[config.mk]
export PLATFORM = sky130hd
export DESIGN_NAME = axis_to_rs232_buffered
export DESIGN_NICKNAME = d
export VERILOG_FILES = /design/src/rtl/axis_to_rs232_buffered.sv
export SDC_FILE = /design/constraint.sdc
export NUM_CORES = 1
export LEC_CHECK = 0
export CORE_ASPECT_RATIO = 1.4
export CORE_MARGIN = 2
export CORE_UTILIZATION = 56
export CTS_BUF_LIST = sky130_fd_sc_hd__clkbuf_16
export CTS_CLUSTER_SIZE = 24
export DETAILED_ROUTE_END_ITERATION = 8
export MAX_ROUTING_LAYER = met4
export PLACE_DENSITY = 0.8
export SYNTH_ARGS = -nofsm -noshare
export SYNTH_HDL_FRONTEND = slang
export SYNTH_SLANG_ARGS = --single-unit
[constraint.sdc]
create_clock -name clock -period 4.2 [get_ports clock]
set_input_delay 0.63 -clock clock [delete_from_list [all_inputs] [get_ports clock]]
set_output_delay 0.63 -clock clock [all_outputs]
set_load 0.01 [all_outputs]
[src/rtl/axis_to_rs232_buffered.sv]
// axis_to_rs232_buffered: FIFO-buffered 8N1 UART transmitter with CTS flow control
module axis_to_rs232_buffered #(
    parameter int CLOCK_FREQ = 133000000,
    parameter int BAUD_RATE  = 115200,
    parameter int FIFO_LOG2  = 4
) (
    input  logic                 clock,
    input  logic                 reset,
    input  logic [7:0]           idata,
    input  logic                 ivalid,
    output logic                 iready,
    output logic                 txd_pin,
    input  logic                 ctsn_pin,
    output logic [FIFO_LOG2:0]   level,
    output logic                 busy
);
    localparam int DIV = (CLOCK_FREQ + BAUD_RATE / 2) / BAUD_RATE;
    localparam int CW = (DIV < 2) ? 1 : $clog2(DIV);
    localparam logic [CW-1:0] DIV_M1 = CW'(DIV - 1);
    localparam logic [FIFO_LOG2:0] FULL = {1'b1, {FIFO_LOG2{1'b0}}};

    generate
        if (DIV < 2) begin : g_div_check
            $error("bit period must be at least 2 clocks");
        end
    endgenerate

    typedef enum logic [1:0] {IDLE, START, DATA, STOP} state_t;

    state_t               state, state_nx;
    logic [7:0]           mem [2**FIFO_LOG2];
    logic [FIFO_LOG2-1:0] wr_ptr, rd_ptr;
    logic [FIFO_LOG2:0]   count;
    logic [CW-1:0]        cnt, cnt_nx;
    logic [2:0]           bit_idx, bit_idx_nx;
    logic [7:0]           sh, sh_nx;
    logic                 txd_nx;
    logic [1:0]           ctsn_sync;
    logic                 wr, pop, cts_ok, start_ok, expired;

    assign iready   = count != FULL;
    assign wr       = ivalid && iready;
    assign cts_ok   = !ctsn_sync[1];
    assign start_ok = (count != '0) && cts_ok;
    assign expired  = cnt == '0;
    assign level    = count;
    assign busy     = state != IDLE;

    // two-flop synchroniser for the asynchronous clear-to-send, idling at "not clear"
    always_ff @(posedge clock or posedge reset) begin
        if (reset)
            ctsn_sync <= 2'b11;
        else
            ctsn_sync <= {ctsn_sync[0], ctsn_pin};
    end

    // FIFO storage, written only on accepted input bytes
    always_ff @(posedge clock) begin
        if (wr)
            mem[wr_ptr] <= idata;
    end

    // FIFO pointers and occupancy; pops happen only when a frame starts
    always_ff @(posedge clock or posedge reset) begin
        if (reset) begin
            wr_ptr <= '0;
            rd_ptr <= '0;
            count  <= '0;
        end else begin
            wr_ptr <= wr ? wr_ptr + FIFO_LOG2'(1) : wr_ptr;
            rd_ptr <= pop ? rd_ptr + FIFO_LOG2'(1) : rd_ptr;
            count  <= count + {{FIFO_LOG2{1'b0}}, wr} - {{FIFO_LOG2{1'b0}}, pop};
        end
    end

    // frame sequencing: start bit, eight data bits LSB first, stop bit, chained starts
    always_comb begin
        state_nx   = state;
        cnt_nx     = cnt;
        bit_idx_nx = bit_idx;
        sh_nx      = sh;
        txd_nx     = txd_pin;
        pop        = 1'b0;
        case (state)
            IDLE, STOP: begin
                if (state == IDLE || expired) begin
                    if (start_ok) begin
                        pop      = 1'b1;
                        sh_nx    = mem[rd_ptr];
                        txd_nx   = 1'b0;
                        cnt_nx   = DIV_M1;
                        state_nx = START;
                    end else begin
                        txd_nx   = 1'b1;
                        state_nx = IDLE;
                    end
                end else begin
                    cnt_nx = cnt - CW'(1);
                end
            end
            START: begin
                if (expired) begin
                    txd_nx     = sh[0];
                    sh_nx      = sh >> 1;
                    bit_idx_nx = 3'd0;
                    cnt_nx     = DIV_M1;
                    state_nx   = DATA;
                end else begin
                    cnt_nx = cnt - CW'(1);
                end
            end
            DATA: begin
                if (expired) begin
                    cnt_nx = DIV_M1;
                    if (bit_idx == 3'd7) begin
                        txd_nx   = 1'b1;
                        state_nx = STOP;
                    end else begin
                        txd_nx     = sh[0];
                        sh_nx      = sh >> 1;
                        bit_idx_nx = bit_idx + 3'd1;
                    end
                end else begin
                    cnt_nx = cnt - CW'(1);
                end
            end
            default: state_nx = IDLE;
        endcase
    end

    // frame state registers; the line is registered so it never glitches
    always_ff @(posedge clock or posedge reset) begin
        if (reset) begin
            state   <= IDLE;
            cnt     <= '0;
            bit_idx <= '0;
            sh      <= '0;
            txd_pin <= 1'b1;
        end else begin
            state   <= state_nx;
            cnt     <= cnt_nx;
            bit_idx <= bit_idx_nx;
            sh      <= sh_nx;
            txd_pin <= txd_nx;
        end
    end
endmodule

# == After elaboration in Yosys (flattened, before gate mapping) ==
# Memories as Yosys holds them, arrays and structs flattened.
# Cells that the tools add are included.
# classes
add_sub_neg,6
n_eq_ne,12
n_mux,31
reduce_logical,15
# op_table
cell,count
$mux W8,5
$mux W11,3
$pmux W8 S3,1
$pmux W11 S2,1
$ne A2 B2 Y1 const B,6
$logic_not A11 Y1,1
$mux W1,11
$sub A11 B1 Y11 const B,1
$mux W3,3
$add A4 B1 Y4 const B,2
$mux W2,4
$reduce_and A4 Y1,2
$pmux W2 S3,1
$pmux W3 S2,1
$add A5 B1 Y5,1
$ne A5 B5 Y1 const B,1
$reduce_and A5 Y1,1
$reduce_bool A5 Y1,1
$sub A5 B1 Y5,1
$eq A2 B2 Y1 const B,2
$reduce_bool A2 Y1,2
$reduce_or A2 Y1,2
$add A3 B1 Y3 const B,1
$eq A3 B3 Y1 const B,1
other kinds (8),9
# totals
reg_bits,40
mem_bits_rw,128
inputBits,12
output_inout_bits,8
word_cells,74
n_memories,1
# mem_list
name,words,width,read_ports,rd_ports_with_merged_regs,wr,line,rtl
mem,16,8,1,0,1,31,logic [7:0] mem [2**FIFO_LOG2];

# == Longest topological paths before layout ==
# depth
depth_word,6
depth_mapped,15
mapped_depth_nobuf,14

# == Worst setup path after synthesis ==
# No wires, ideal clock.
# synth_path
path_kind,register to register
from,register cnt[0]
to,register count[4] (netlist: level[4])
setup_ns,0.080
arrival_time_ns,2.992
t_required_ns,4.120
slack_ns,1.129
path_stages_with_launch,16
path_buffers,1
period_less_slack_ns,3.071
path_cell_list,dfrtp_1 -> inv_1 -> ha_1 -> or3b_2 -> buf_2 -> o31ai_4 -> and2_1 -> ha_1 -> inv_1 -> ha_1 -> inv_1 -> fa_1 -> inv_1 -> a21oi_1 -> o21bai_1 -> xnor2_1
# synth_between
elab_chain_len,5
# synth_lines
item,line,rtl
start: declaration,34,"logic [CW-1:0] cnt, cnt_nx;"
start signal: assignment,141,cnt <= cnt_nx;
$logic_not A11 Y1,45,assign expired = cnt == '0;
$logic_or A1 B1 Y1,86,if (state == IDLE || expired) begin
$mux W1,86,
$mux W1,84,case (state)
via pop,39,"logic wr, pop, cts_ok, start_ok, expired;"
$sub A5 B1 Y5,72,"count <= count + {{FIFO_LOG2{1'b0}}, wr} - {{FIFO_LOG2{1'b0}}, pop};"
end signal: assignment,72,
end: declaration,33,logic [FIFO_LOG2:0] count;
# The timed path passes the listed nets, and every way through them passes these cells.
# A chain may end at the register's enable or synchronous reset.

# == Worst setup path in the final report ==
# Ends and elaborated chain as after synthesis.

==> impl_results.md <==
- Standby leakage power: 2.965 nW
- Cell area after layout: 0.008152 sq mm
- Final min period: 3378 ps
- Port bufs: 19
- Crit path kind: flop to flop
- Drt pass-1 iters: 4
- Post-synth ARST share: 0.2381
- CP cell instances: inv_1, ha_1, or3b_2, o31ai_4, and2_1, ha_1, inv_1, ha_1, inv_1, fa_1, inv_1, a21oi_1, o21bai_1, xnor2_1
- Fin nets: 493
- Worst Path Buf+Inv: 4
- WL final: between 10,000 and 15,000 microns
- # rows: 49
- Flops & latches, synth: ~170
- Clock sinks: around 170
- DIE HEIGHT: 138.3 microns
- Final WS setup: around 820 ps
- I/O pin total: 20
- Clk_skew: roughly 9.8 ps
- Pwr Density: 505.8 mW/mm^2
- CTS buffer count: 17
- Final hold violations: 0
- Top FF cell, synth: edfxtp_1
- Area delta synth->final: 13.03%
- Setup-failing EPs final: 0
- Post-synth EDFFs: 128
- Worst-case clock buffer depth: 2
- Post-synthesis cell type count: 56
- Status: finished clean
- Max Clk Rate: ~300 MHz
- Slew margin rel.: 0.2982
- Worst Path Arrival: 3720 ps
- Slew Viols, Final: 0
- Crit end category: flop
- Detail Placement HPWL: just over 9000 microns
- Most common cell in the synthesized netlist: edfxtp_1
- Seq/Total Area, Yosys: 0.6723
- Critical path required time: roughly 4500 ps
- Synth top area cells: edfxtp_1 53%, dfrtp_1 13%, mux4_2 10%, ha_1 2.9%, a22oi_1 1.8%
- Post-CTS Repair Setup Buffers: 0
- GRT Resource Usage Total: 0.2188
- Initial Utilization: 0.5683
- Vias: roughly 4,000
- Fin Hold WS: 360.2 ps
- Synth Warn #: 0
- CTS-repair resized insts: 0
- Setup WS pre-CTS: 834.4 ps
- Fin crit share: 0.8042
- Grt ovf: 0
- Die Span X: 99.91 microns
- Min-Delay Path Class: flop to flop
- CP top delay family: adder cells
- Overall die area: about 0.014 sq mm
- Max FO, Critical Path: 7
- First-pass GRT wire length: 22,020 microns
- Largest net degree at the start of global routing: 35
- Peak supply drop: around 380 uV
- MaxCap Viol Count: 0
- DR vias/cell: roughly 6.2
- 1st-iter DRT viols: 229
- Most used cell along the critical path: inv_1
- Critical Path Max Stage Delay: 580 ps
- Total Neg Setup Slack: 0 ps
- Share of post-route cells with drive strength above 1: 0.1765
- H-Tree Depth: 4
- Netlist Area Pre-Place: 0.007212 sq mm
- Wire per inst: 21.41 microns
- Core area: 0.01269 sq mm
- Synth top area share: 0.5330
- DRC viols: 0
- GPL Wtd Cong: 0.9756
- Antenna Violating Nets Remaining: 0
- Worst slew pin tran: 1051 ps
- CTS clk-pin slew, worst paths: 70 ps
- RSZ-0062 raised after global routing: no
- Mean area per synthesized cell: 16.32 sq um
- Clock Tree Root: clkbuf_16
- Critical path startpoint category: flop
- Top post-synthesis cells by count: 128 x edfxtp_1, 37 x dfrtp_1, 32 x mux4_2
- Vias in the first global route: 4,122
- Gate Count Post-Synth: around 440
- Initial antenna violation count: 0
- CTS tree: built
- CTS Hold Buffers Added: 0
- N_diodes: 0
- Worst-Skew Late Latency: 420 ps
- Slowest CP cell: or3b_2
- Area post-placement: ~0.0075 sq mm
- Syn Nets: 472
- Synth area leader: edfxtp_1
[layer usage]
metal,vias to the layer above,track usage,part of all wire
met3,29,0.04651,0.025
met2,76,0.3627,0.55
met5,-,-,0
met4,0,0.08868,0.025
met1,2006,0.2609,0.40
li1,1781,-,-
[state kept, by name (all words and copies together), names as in the netlist]
register,cells
sh,8
rd_ptr,4
bit_idx,3
mem,128
level,5
wr_ptr,4
ctsn_sync,2
state,2
txd_pin,1
cnt,11
[cell usage in the layout (no fill, tap or decap), types with 2 or more instances in the layout]
cell type,n
mux2_1,3
dfrtp_1,35
nor2b_1,3
clkbuf_16,17
a2bb2oi_1,7
nor3_1,6
o2bb2ai_1,2
mux4_2,32
nand2b_1,2
a21o_1,6
dfrtp_2,2
nor4_1,7
o21bai_1,2
clkinvlp_4,2
ha_1,17
o21ai_1,3
inv_6,4
inv_1,28
inv_8,5
nand3_1,6
o21ai_0,4
buf_4,7
a22o_1,7
dfstp_2,3
nor3b_1,4
and2_1,11
xnor2_1,8
o22ai_1,4
o31a_1,2
xor2_1,3
nor2_1,9
clkdlybuf4s50_1,19
o31ai_1,2
clkinv_8,2
a21oi_1,14
a22oi_1,17
o2111ai_1,7
nand2_1,13
edfxtp_1,128
[per-stage QoR]
step / total power (W) / std cells / util
global placement: 0.002558 / 597 / 0.5948
finish: 0.004123 / 629 / 0.6423
global route: 0.004289 / 629 / 0.6423
floorplan: 0.002395 / 442 / -
detailed placement: 0.002604 / 597 / 0.5948
CTS: 0.004154 / 629 / 0.6423
[logic make-up (layout without fill, tap and decap cells)]
family,Yosys count,after routing,synth area share
DFF,168,168,0.6723
xor gates and xnor gates,11,11,0.01336
adders and majority gates,18,18,0.03227
AOI/OAI and AO/OA,85,85,0.08969
and+or+nand+nor,69,69,0.05379
buffers and inverters,53,87,0.02897
muxes,38,38,0.1096
[power by group]
group	total, W	switching [W]	leakage, nW	internal [W]
combinational	0.000509	0.000282	1.04	0.000227
clock	0.00156	0.000707	0.290	0.000854
sequential	0.00205	0.0000859	1.63	0.00197
[area by class of cell]
class / count / area [sq um]
well taps: 153 / 191.4
repair buffers: 26 / 242.7
inverters: 29 / 108.9
fillers: 863 / 4539
clock inverters: 15 / 177.7
multi-input cells: 221 / 2155
clock buffers: 17 / 425.4
flip-flops and latches: 168 / 4851
[path summary, 6_finish.rpt]
| path | from | to | slack (ps) | depth (start not counted) |
|---|---|---|---|---|
| worst max-delay path | cnt[0] | level[4] | 820 | 14 |
| worst max register to register | cnt[0] | level[4] | 820 | 14 |
| max in group asynchronous | reset | ctsn_sync[1] | 2670 | 3 |
| worst min-delay path | ctsn_sync[0] | ctsn_sync[1] | 360 | 0 |
| worst min register to register | ctsn_sync[0] | ctsn_sync[1] | 360 | 0 |
| min in group asynchronous | reset | level[1] | 690 | 2 |
Note: power is estimated with default switching activity, not from simulation.
